File: config.mk
export PLATFORM = sky130hd
export DESIGN_NAME = req_pending_arbiter
export DESIGN_NICKNAME = d
export VERILOG_FILES = /design/src/rtl/ph_pkg.sv /design/src/rtl/req_pending_arbiter_prio_enc4.sv /design/src/rtl/req_pending_arbiter.sv
export SDC_FILE = /design/constraint.sdc
export NUM_CORES = 1
export LEC_CHECK = 0
export CAP_MARGIN = 20
export CORE_UTILIZATION = 41
export CTS_BUF_LIST = sky130_fd_sc_hd__clkbuf_2 sky130_fd_sc_hd__clkbuf_4 sky130_fd_sc_hd__clkbuf_8
export CTS_CLUSTER_SIZE = 28
export DETAILED_ROUTE_END_ITERATION = 16
export DONT_BUFFER_PORTS = 1
export PLACE_DENSITY = 0.64
export SYNTH_ARGS = -nofsm -noshare
export SYNTH_HDL_FRONTEND = slang
export SYNTH_SLANG_ARGS = --single-unit
File: constraint.sdc
create_clock -name clk -period 1.6 [get_ports clk]
set_input_delay 0.32 -clock clk [delete_from_list [all_inputs] [get_ports clk]]
set_output_delay 0.32 -clock clk [all_outputs]
set_load 0.02 [all_outputs]
File: src/rtl/ph_pkg.sv
// Shared definitions for the request/pending arbiter: sizes, FSM state type
// and the fixed-priority encoder (lowest request index wins).
package ph_pkg;

    localparam int NREQ  = 4;
    localparam int IDX_W = 2;

    typedef enum logic {ST_IDLE, ST_OFFER} arb_state_t;

    // Returns {idx, any}; req[0] is highest priority and encodes as 2'b00.
    function automatic logic [IDX_W:0] prio_enc(input logic [NREQ-1:0] p);
        logic [IDX_W:0] r;
        r = '0;
        if (p[0])      r = {2'b00, 1'b1};
        else if (p[1]) r = {2'b01, 1'b1};
        else if (p[2]) r = {2'b10, 1'b1};
        else if (p[3]) r = {2'b11, 1'b1};
        return r;
    endfunction

endpackage

File: src/rtl/req_pending_arbiter_prio_enc4.sv
// Combinational 4-input fixed-priority encoder wrapping the package function.
module prio_enc4
    import ph_pkg::*;
(
    input  logic [NREQ-1:0]  pend,
    output logic [IDX_W-1:0] idx,
    output logic             any
);

    // Lowest set bit wins; any flags a non-empty input.
    always_comb begin
        {idx, any} = prio_enc(pend);
    end

endmodule

File: src/rtl/req_pending_arbiter.sv
// Synchronises four asynchronous request lines, holds each as a sticky
// pending bit and offers the highest-priority pending index on a
// valid/ready handshake. An accepted index clears its pending bit.
module req_pending_arbiter
    import ph_pkg::*;
#(
    parameter int SYNC_STAGES = 2,   // synchroniser depth, 2..4
    parameter int EDGE_MODE   = 1    // 1: rising edge sets pending, 0: level
)
(
    input  logic             clk,
    input  logic             rst_n,
    input  logic [NREQ-1:0]  req,
    output logic [IDX_W-1:0] out_idx,
    output logic             out_valid,
    input  logic             out_ready,
    output logic [NREQ-1:0]  pending,
    output logic [NREQ-1:0]  overflow,
    input  logic             ovf_clr
);

    logic [NREQ-1:0]  sync_p0;      // last synchroniser stage
    logic [NREQ-1:0]  sync_p1;      // one cycle older, for edge detection
    logic [NREQ-1:0]  set;
    logic [NREQ-1:0]  clr_mask;
    logic [NREQ-1:0]  ovf_set;
    logic [NREQ-1:0]  pending_next;
    logic             accept;
    logic [IDX_W-1:0] idx_cur;
    logic             any_cur;
    logic [IDX_W-1:0] idx_next;
    logic             any_next;
    arb_state_t       state;
    arb_state_t       state_next;

    // Synchroniser: one flop chain per request line, newest sample in bit 0.
    genvar g;
    generate
        for (g = 0; g < NREQ; g++) begin : g_sync
            logic [SYNC_STAGES-1:0] chain;

            // Shift the raw request through the chain each clock.
            always_ff @(posedge clk or negedge rst_n) begin
                if (!rst_n)
                    chain <= '0;
                else
                    chain <= {chain[SYNC_STAGES-2:0], req[g]};
            end

            assign sync_p0[g] = chain[SYNC_STAGES-1];
        end
    endgenerate

    // Edge history of the synchronised requests.
    always_ff @(posedge clk or negedge rst_n) begin
        if (!rst_n)
            sync_p1 <= '0;
        else
            sync_p1 <= sync_p0;
    end

    // Set pulses come from rising edges or from the level, by mode.
    generate
        if (EDGE_MODE != 0) begin : g_edge
            assign set     = sync_p0 & ~sync_p1;
            // Only a request landing on a bit that stays pending is lost.
            assign ovf_set = set & pending & ~clr_mask;
        end else begin : g_level
            assign set     = sync_p0;
            assign ovf_set = '0;
        end
    endgenerate

    assign accept = out_valid && out_ready;

    // Accepted bit is cleared; a same-cycle set keeps it pending.
    always_comb begin
        clr_mask = '0;
        if (accept)
            clr_mask = NREQ'(1) << out_idx;
        pending_next = (pending & ~clr_mask) | set;
    end

    prio_enc4 u_enc_cur (
        .pend (pending),
        .idx  (idx_cur),
        .any  (any_cur)
    );

    prio_enc4 u_enc_next (
        .pend (pending_next),
        .idx  (idx_next),
        .any  (any_next)
    );

    // Sticky pending bits.
    always_ff @(posedge clk or negedge rst_n) begin
        if (!rst_n)
            pending <= '0;
        else
            pending <= pending_next;
    end

    // Sticky overflow; a new overflow beats a same-cycle clear.
    always_ff @(posedge clk or negedge rst_n) begin
        if (!rst_n)
            overflow <= '0;
        else
            overflow <= (ovf_clr ? '0 : overflow) | ovf_set;
    end

    // FSM state register.
    always_ff @(posedge clk or negedge rst_n) begin
        if (!rst_n)
            state <= ST_IDLE;
        else
            state <= state_next;
    end

    // FSM next state: offer while anything is pending, no bubble between offers.
    always_comb begin
        state_next = state;
        case (state)
            ST_IDLE:  if (any_cur) state_next = ST_OFFER;
            ST_OFFER: if (accept && !any_next) state_next = ST_IDLE;
            default:  state_next = ST_IDLE;
        endcase
    end

    // FSM outputs: the index is offered exactly while in OFFER.
    always_comb begin
        out_valid = (state == ST_OFFER);
    end

    // Offered index: loaded on entry to OFFER and on each accept, frozen otherwise.
    always_ff @(posedge clk or negedge rst_n) begin
        if (!rst_n)
            out_idx <= '0;
        else if (state == ST_IDLE && any_cur)
            out_idx <= idx_cur;
        else if (state == ST_OFFER && accept && any_next)
            out_idx <= idx_next;
    end

endmodule

Yosys cells after proc, flatten, opt, wreduce, memory -nomap -nowiden
Index checks and enable logic that the tools add are counted.
{"block": "totals", "out_inout_bits": 11, "ff_bits": 23}
{"block": "classes", "n_reduce_logical": 7, "shifts": 1, "bitwise": 9, "mux": 15}
{"op": "two-way mux 3 bit", "count": 8}
{"op": "AND 4 bit", "count": 4}
{"op": "two-way mux 4 bit", "count": 2}
{"op": "inverter 4 bit", "count": 2}
{"op": "bitwise OR 4 bit", "count": 2}
{"op": "logical AND 1 bit", "count": 5}
{"op": "two-way mux 2 bit", "count": 2}
{"op": "left shift 1 x 2 -> 4 bit, first input constant", "count": 1}
{"op": "two-way mux 1 bit", "count": 2}
{"op": "one-hot mux 1 bit (2 select lines)", "count": 1}
{"op": "nonzero test 2 bit", "count": 1}
{"op": "zero test 1 bit", "count": 1}
{"op": "inverter 1 bit", "count": 1}

Depth between registers and ports, before layout
Gate-level depths: netlist (run 1).
{"block": "logic_depth", "word_depth": 13, "mapped_depth": 6, "mapped_depth_nobuf": 5}

Cells and area by module
Synthesis (run 1) repeated with hierarchy kept, for this count alone.
{"block": "unflattened", "cells_unflattened": 69, "hier_area_um2": 830.8}
{"mod": "req_pending_arbiter", "seq_area_each_um2": 575.6, "area_each_um2": 760.7, "cells_per_inst": 55, "instances": 1}
{"mod": "prio_enc4", "seq_area_each_um2": 0.0, "area_each_um2": 35.0, "cells_per_inst": 7, "instances": 2}

Worst setup path before layout (run 1)
Ideal clock, no wire load.
{"block": "synth_timing", "path_kind": "reg-to-reg", "start": "register state, in the netlist out_valid", "end": "register out_idx[0]", "setup_time_ns": 0.082, "stages_incl_launch_ff": 7, "t_required_ns": 1.518, "path_buffers": 1, "synth_period_minus_slack_ns": 1.560, "arrival_time_ns": 1.478, "slack_ns": 0.040, "cell_sequence": "dfrtp_1 -> buf_4 -> and4_4 -> o21ai_4 -> o41ai_4 -> nand2_1 -> a31oi_1"}
{"block": "synth_via", "elab_chain_cells": 11, "elab_cells_between_ends": 16, "cone_classes": "7 x mux; 4 x bitwise; 5 x reduce/logical"}
{"item": "start, declared", "line": "req_pending_arbiter.sv:33", "text": "arb_state_t state;"}
{"item": "start signal, assigned", "line": "req_pending_arbiter.sv:117", "text": "state <= state_next;"}
{"item": "logical AND 1 bit (*)", "line": "req_pending_arbiter.sv:74", "text": "assign accept = out_valid && out_ready;"}
{"item": "two-way mux 4 bit (*)", "line": "req_pending_arbiter.sv:79", "text": "if (accept)"}
{"item": "inverter 4 bit (*)", "line": "req_pending_arbiter.sv:81", "text": "pending_next = (pending & ~clr_mask) | set;"}
{"item": "AND 4 bit (*)", "line": "req_pending_arbiter.sv:81"}
{"item": "bitwise OR 4 bit (*)", "line": "req_pending_arbiter.sv:81"}
{"item": "via pending_next[3]", "line": "req_pending_arbiter.sv:27", "text": "logic [NREQ-1:0] pending_next;"}
{"item": "two-way mux 3 bit (*)", "line": "ph_pkg.sv:17", "text": "else if (p[3]) r = {2'b11, 1'b1};"}
{"item": "two-way mux 3 bit (*)", "line": "ph_pkg.sv:16", "text": "else if (p[2]) r = {2'b10, 1'b1};"}
{"item": "two-way mux 3 bit (*)", "line": "ph_pkg.sv:15", "text": "else if (p[1]) r = {2'b01, 1'b1};"}
{"item": "two-way mux 3 bit (*)", "line": "ph_pkg.sv:14", "text": "if (p[0]) r = {2'b00, 1'b1};"}
{"item": "two-way mux 2 bit or logical AND 1 bit (tied branches)", "line": "req_pending_arbiter.sv:141", "text": "else if (state == ST_OFFER && accept && any_next)"}
{"item": "two-way mux 2 bit or nonzero test 2 bit (tied branches)"}
{"item": "end signal, assigned", "line": "req_pending_arbiter.sv:140", "text": "out_idx <= idx_cur;"}
{"item": "end signal, assigned", "line": "req_pending_arbiter.sv:142", "text": "out_idx <= idx_next;"}
{"item": "end, declared", "line": "req_pending_arbiter.sv:14", "text": "output logic [IDX_W-1:0] out_idx,"}
Mark *: on every way through the listed nets, which the timed path passes. The rest lies on a longest branch. The select of a mux whose other input is x is not followed.
A chain may end at the register's enable or synchronous reset.

Final worst setup path (run 1)
{"block": "layout_timing", "start": "register out_idx[0]", "end": "register out_idx[0]"}
{"block": "layout_via", "elab_cells_between_ends": 13, "cone_classes": "1 x shift; 7 x mux; 3 x bitwise; 2 x reduce/logical"}
{"item": "left shift 1 x 2 -> 4 bit (*)", "line": "req_pending_arbiter.sv:80", "text": "clr_mask = NREQ'(1) << out_idx;"}
{"item": "two-way mux 4 bit (*)", "line": "req_pending_arbiter.sv:79"}
{"item": "inverter 4 bit (*)", "line": "req_pending_arbiter.sv:81"}
{"item": "AND 4 bit (*)", "line": "req_pending_arbiter.sv:81"}
{"item": "bitwise OR 4 bit (*)", "line": "req_pending_arbiter.sv:81"}
{"item": "via pending_next[0]", "line": "req_pending_arbiter.sv:27"}
{"item": "two-way mux 3 bit (*)", "line": "ph_pkg.sv:14"}
{"item": "two-way mux 2 bit or logical AND 1 bit (tied branches)", "line": "req_pending_arbiter.sv:141"}
{"item": "two-way mux 2 bit or nonzero test 2 bit (tied branches)"}
Marks and branches as above.

==> results.sh, run 1 <==
export IMPL_setup_violations=0
export IMPL_hpwl_mm=1.17
export IMPL_regToRegSetupSlack_ns=0.04
export IMPL_n_fill_cell=173
export IMPL_synthArstFlopShare=1.00
export IMPL_max_slew_margin_rel=0.802
export IMPL_synth_top_area_cell="dfrtp_1"
export IMPL_post_route_cell_area_mm2=0.00110
export IMPL_utilization=0.551
export IMPL_antenna_found_initial=0
export IMPL_cts_tree="done"
export IMPL_grt_usage=0.155
export IMPL_ys_ff_latch=23
export IMPL_fmax_ghz=0.640
export IMPL_min_path_type="in -> reg"
export IMPL_row_count=16
export IMPL_syn_nets=78
export IMPL_floorplan_initialDensity=0.447
export IMPL_wl_met3_um=102
export IMPL_drt_met1_wl_um=726
export IMPL_overflow=0
export IMPL_grt_max_degree=24
export IMPL_clock_skew_final_ns=0.00562
export IMPL_h_tree_depth=1
export IMPL_drive_gt1_frac=0.307
export IMPL_worstPathMaxFanout=4
export IMPL_nets=97
export IMPL_numCtsBuffers=3
export IMPL_clock_latency_ns=0.30
export IMPL_grt_pass1_vias=586
export IMPL_slew_violations=0
export IMPL_place_area_um2=967
export IMPL_worst_pin_slew_ns=0.296
export IMPL_synth_top_cell_area_share=0.642
export IMPL_hold_start="req[2]"
export IMPL_avgSynthCellArea_um2=12.8
export IMPL_vias=601
export IMPL_synthFlopType="dfrtp_1"
export IMPL_top_layer="met4"
export IMPL_vias_per_cell=5.23
export IMPL_status="completed"
export IMPL_io_pins=19
export IMPL_drt_iter0_markers=8
export IMPL_grt_pass1_wl_mm=2.74
export IMPL_startpoint_type="register"
export IMPL_syn_area_um2=896
export IMPL_hold_path_end="g_sync[2].chain[0]"
export IMPL_cap_violations=0
export IMPL_routedWlPerCell_um=14.9
export IMPL_root_buffer="clkbuf_4"
export IMPL_yosysSeqAreaShare=0.642
export IMPL_synthCells=70
export IMPL_holdWs_ns=0.0329
export IMPL_clockBufferDepth=2
export IMPL_final_hold_viol_count=0
export IMPL_rr_endpoint="out_idx[0]"
export IMPL_core_region_area_mm2=0.00200
export IMPL_drc=0
export IMPL_synth_edf_count=0
export IMPL_ys_warn_count=0
export IMPL_min_period_ns=1.56
export IMPL_period_share=0.976
export IMPL_rr_startpoint="out_idx[0]"
export IMPL_cp_end_kind="register"
export IMPL_worstSetupPathType="reg -> reg"
export IMPL_port_buffer_count=0
export IMPL_syn_to_final_growth_pct=23.2
export IMPL_die_h_um=48.7
export IMPL_grt_setup_unrepaired="true"
export IMPL_antenna_cells=0
export IMPL_cts_sinks=23
export IMPL_ant_nets=0
export IMPL_gp_congestion=0.775
export IMPL_clkSlewWorstSetupHoldPaths_ns=0.12
export IMPL_yosys_top_cells_area="dfrtp_1, o21ai_4, inv_1, o41ai_4, nor2_1"
export IMPL_die_w_um=48.7
export IMPL_drt_first_pass_iters=4
export IMPL_synth_cell_types=21
export IMPL_arrival_ns=1.79
export IMPL_leakage_uw=0.000494
export IMPL_die_area_mm2=0.00238
export IMPL_met2_length_um=825
export IMPL_routed_wl_mm=1.71
export IMPL_power_density_mw_per_mm2=1200
export IMPL_critPathRequiredTime_ns=1.83
export IMPL_ir_worst_vdd_mv=0.601
export IMPL_ff2ff_path_depth=5
export IMPL_hold_depth=0
==> layout by cell type, fill, tap and decap left out <==
master          n
dfrtp_1        22
buf_4          10
inv_1           8
nor2_1          7
nand2b_1        4
dlygate4sd3_1   4
o21ai_4         3
o32ai_1         3
a31oi_1         3
a21oi_1         3
clkbuf_4        3
inv_2           2
o22ai_1         2
nand2_1         2
and4_4          1
and4b_4         1
or2b_2          1
and4b_1         1
o21ai_2         1
and4bb_2        1
nand3_1         1
o21ai_1         1
o41ai_4         1
clkinvlp_4      1
buf_16          1
dfrtp_2         1
==> final cells by class <==
cell class | count | area [um2] | area share
Sequential cell | 23 | 577 | 0.523
Multi-Input combinational cell | 36 | 283 | 0.256
Clock inverter | 1 | 7.51 | 0.00680
Clock buffer | 3 | 22.5 | 0.0204
Tap cell | 27 | 33.8 | 0.0306
Inverter | 10 | 37.5 | 0.0340
Timing Repair Buffer | 15 | 143 | 0.129
==> how the worst max path moves through the flow <==
stage	startpoint	to	depth (start not counted)
after floorplan	out_valid	out_idx[0]	6
after global placement	out_idx[0]	out_idx[0]	5
after detailed placement	out_idx[0]	out_idx[0]	5
after CTS	out_idx[0]	out_idx[0]	5
after global routing	out_idx[0]	out_idx[0]	5
final	out_idx[0]	out_idx[0]	5
==> sequential cells by signal, indices dropped and copies added (netlist names) <==
signal and count:
out_valid 1, g_sync.chain 8, pending 4, overflow 4, out_idx 2, sync_p1 4
==> cells in the mapped netlist (2+ instances only) <==
master,instances
o22ai_1,2
a21oi_1,3
o32ai_1,3
a31oi_1,3
o21ai_2,2
o21ai_4,2
nor2_1,7
inv_2,2
nand2_1,2
inv_1,8
dfrtp_1,23
nand2b_1,4
==> cell families (layout without fill, tap and decap cells) <==
kind of cell	count (synthesis)	in the layout	synth area share
compound gates	17	17	0.173
simple gates	19	19	0.134
buf+inv	11	29	0.0503
flops	23	23	0.642
==> through the flow <==
step | total power (uW) | cells | setup WS (ns) | setup TNS, ns
final | 1320 | 115 | 0.0383 | 0
after global routing | 1400 | 115 | -0.0588 | -0.0588
after CTS | 1280 | 107 | 0.0487 | 0
after detailed placement | 999 | 102 | 0.0723 | 0
after global placement | 992 | 102 | 0.123 | 0
after floorplan | 923 | 70 | 0.0400 | 0
==> worst max-delay path, stage by stage, from the launching register on <==
cell and delay [ns]:
dfrtp_1 0.44, and4bb_2 0.37, o21ai_4 0.10, o41ai_4 0.34, nand2_1 0.10, a31oi_1 0.14
==> timing repair <==
| item | CTS | global route |
|---|---|---|
| endpoints found under the setup margin | 0 | 1 |
| buffers inserted | 0 | 4 |
| resized for setup | 0 | 3 |
| hold buffers | 1 | 3 |
| endpoints found under the hold margin | 23 | 3 |
==> metal layers <==
layer	track usage	up-vias
met5	0	-
met4	0.0980	0
met3	0.0472	6
met2	0.218	23
met1	0.207	293
li1	-	279
==> report_power, final <==
part	switching [uW]	internal (uW)
Combinational	185	143
Clock	168	95.1
Sequential	84.6	646
No activity file was read; power rests on OpenSTA's default activity.
==> run 2, diff against run 1 <==
--- a/config.mk
+++ b/config.mk
@@ -5,6 +5,7 @@
 export SDC_FILE = /design/constraint.sdc
 export NUM_CORES = 1
 export LEC_CHECK = 0
+export ABC_AREA = 1
 export CAP_MARGIN = 20
 export CORE_UTILIZATION = 41
 export CTS_BUF_LIST = sky130_fd_sc_hd__clkbuf_2 sky130_fd_sc_hd__clkbuf_4 sky130_fd_sc_hd__clkbuf_8
==> run 2 against run 1 <==
  * Clock-buffer cell count unchanged
  * Register-to-register slack better by 0.14 ns
  * Total power rose by 27%
  * Routed wire length fell by 7.2%
==> results.sh, run 2 <==
export IMPL_startpoint_type="register"
export IMPL_arrival_ns=1.63
export IMPL_cts_tree="done"
export IMPL_largest_reg_flops=8
export IMPL_regToRegSetupSlack_ns=0.18
export IMPL_cts_sinks=23
export IMPL_yosysSeqAreaShare=0.612
export IMPL_fmax_ghz=0.704
export IMPL_min_period_ns=1.42
export IMPL_grt_pass1_wl_mm=2.74
export IMPL_worstSetupPathType="reg -> reg"
export IMPL_numCtsBuffers=3
export IMPL_avgSynthCellArea_um2=9.80
export IMPL_drive_gt1_frac=0.259
export IMPL_syn_area_um2=941
export IMPL_drc=0
export IMPL_rr_endpoint="out_idx[1]"
export IMPL_die_area_mm2=0.00249
export IMPL_final_hold_viol_count=0
export IMPL_syn_nets=104
export IMPL_clock_skew_final_ns=0.00190
export IMPL_synthMostInstantiatedCell="dfrtp_1"
export IMPL_period_share=0.888
export IMPL_synthFlopType="dfrtp_1"
export IMPL_worst_pin_slew_ns=0.429
export IMPL_postCtsSetupBuffers=0
export IMPL_ys_warn_count=0
export IMPL_placed_cells=129
export IMPL_hold_depth=1
export IMPL_vias=647
export IMPL_nets=121
export IMPL_syn_to_final_growth_pct=17.8
export IMPL_ys_ff_latch=23
export IMPL_hold_path_end="overflow[2]"
export IMPL_post_cts_resize_count=0
export IMPL_drt_first_pass_iters=4
export IMPL_synth_top_cell_area_share=0.612
export IMPL_hpwl_mm=1.15
export IMPL_floorplan_initialDensity=0.456
export IMPL_grt_max_degree=24
export IMPL_holdWs_ns=0.0923
export IMPL_clockBufferDepth=2
export IMPL_overflow=0
export IMPL_final_cell_mix="dfrtp_1, inv_1, nand2_1"
export IMPL_grt_usage=0.153
export IMPL_clkSlewWorstSetupHoldPaths_ns=0.12
export IMPL_clock_latency_ns=0.31
export IMPL_grt_setup_unrepaired="false"
export IMPL_root_buffer="clkbuf_4"
export IMPL_antenna_cells=0
export IMPL_drt_iter0_markers=4
export IMPL_cap_violations=0
export IMPL_finalSetupTns_ns=0
export IMPL_mostFrequentLayoutCell="dfrtp_1"
export IMPL_routed_wl_mm=1.59
export IMPL_rr_startpoint="pending[3]"
export IMPL_fin_ws_ns=0.179
export IMPL_gp_congestion=0.940
export IMPL_die_w_um=49.9
export IMPL_slew_violations=0
export IMPL_cp_end_kind="register"
export IMPL_setup_violations=0
export IMPL_synth_edf_count=0
export IMPL_core_region_area_mm2=0.00206
export IMPL_power_density_mw_per_mm2=1520
export IMPL_status="completed"
export IMPL_die_h_um=49.9
export IMPL_hold_start="ovf_clr"
export IMPL_ant_nets=0
export IMPL_instances_no_fill=139
export IMPL_synthCells=96
export IMPL_synth_cell_types=12
export IMPL_row_count=16
export IMPL_antenna_found_initial=0
export IMPL_synthArstFlopShare=1.00
export IMPL_ff2ff_path_depth=7
export IMPL_worstPathMaxFanout=4
export IMPL_vias_per_cell=4.65
export IMPL_pre_cts_ws_ns=0.228
export IMPL_max_slew_margin_rel=0.713
export IMPL_regMostFlops="g_sync.chain"
export IMPL_h_tree_depth=1
export IMPL_leakage_uw=0.000554
export IMPL_routedWlPerCell_um=11.4
export IMPL_grt_pass1_vias=647
export IMPL_yosys_top_cells_count="dfrtp_1, inv_1, nand2_1"
export IMPL_cts_hold_buf=1
export IMPL_total_power_uw=1680
export IMPL_port_buffer_count=0
export IMPL_critPathRequiredTime_ns=1.81
export IMPL_ir_worst_vdd_mv=0.786
export IMPL_min_path_type="in -> reg"
export IMPL_yosys_top_cells_area="dfrtp_1, nand2_2, inv_1, nand2_1, nor2_1"
export IMPL_io_pins=19
export IMPL_synth_top_area_cell="dfrtp_1"
## run 2: cell types whose count changed after synthesis, moves of 3 or more
cell	change
o32ai_1	-3
nand2_2	+11
a31oi_1	-3
nand2b_1	-4
nor2_1	+5
inv_1	+9
nand2_4	+3
nand2_1	+13
nand3_1	+3
## run 2: worst max path at each step
stage          startpoint  slack, ns  cells after the start    endpoint
2_1_floorplan   out_valid       0.21                     11  out_idx[0]
3_3_place_gp   out_idx[1]       0.27                      9  out_idx[0]
3_5_place_dp   pending[3]       0.23                      7  out_idx[1]
4_1_cts        pending[3]       0.21                      7  out_idx[1]
5_1_grt        pending[3]       0.11                      7  out_idx[1]
6_report       pending[3]       0.18                      7  out_idx[1]
## run 2: worst max-delay path, cell delays in order (launching register included)
cell	delay, ns
dfrtp_1	0.53
nor2_1	0.10
a21oi_1	0.26
inv_1	0.16
nand3_1	0.12
nand2_1	0.05
nand2_1	0.06
nand2_1	0.05
## run 2: layer usage
metal  vias up  global-route usage  part of all wire  wire (um)
met1       297               0.171              0.43        677
met2        25               0.243              0.48        759
met4         0              0.0810             0.032         51
li1        319                   -                 -          -
met5         -                   0                 0          0
met3         6              0.0679             0.062         99
## run 2: kinds of logic after synthesis
family | synth area share
flip-flops | 0.612
AND/OR/NAND/NOR | 0.262
AO/OA/AOI/OAI | 0.0519
buffers and inverters | 0.0745
## run 2: metrics by stage
step / area (um2) / utilization
finish: 1110 / 0.538
global route: 1110 / 0.538
CTS: 1060 / 0.513
detailed placement: 1020 / 0.495
global placement: 1020 / 0.495
floorplan: 941 / -
## run 2: final cells by class
| cell class | count | area [um2] |
|---|---|---|
| clock buffer | 3 | 22.5 |
| sequential | 23 | 576 |
| fill | 199 | 953 |
| inverter | 18 | 70.1 |
| tap | 27 | 33.8 |
| multi-input combinational | 55 | 295 |
| clock inverter | 1 | 5.00 |
| timing repair buffer | 12 | 106 |
## run 2: power breakdown
part | leakage [uW] | total [uW] | switching (uW) | internal [uW]
sequential | 0.000266 | 840 | 157 | 684
clock | 0.0000177 | 262 | 169 | 93.4
combinational | 0.000270 | 581 | 356 | 225
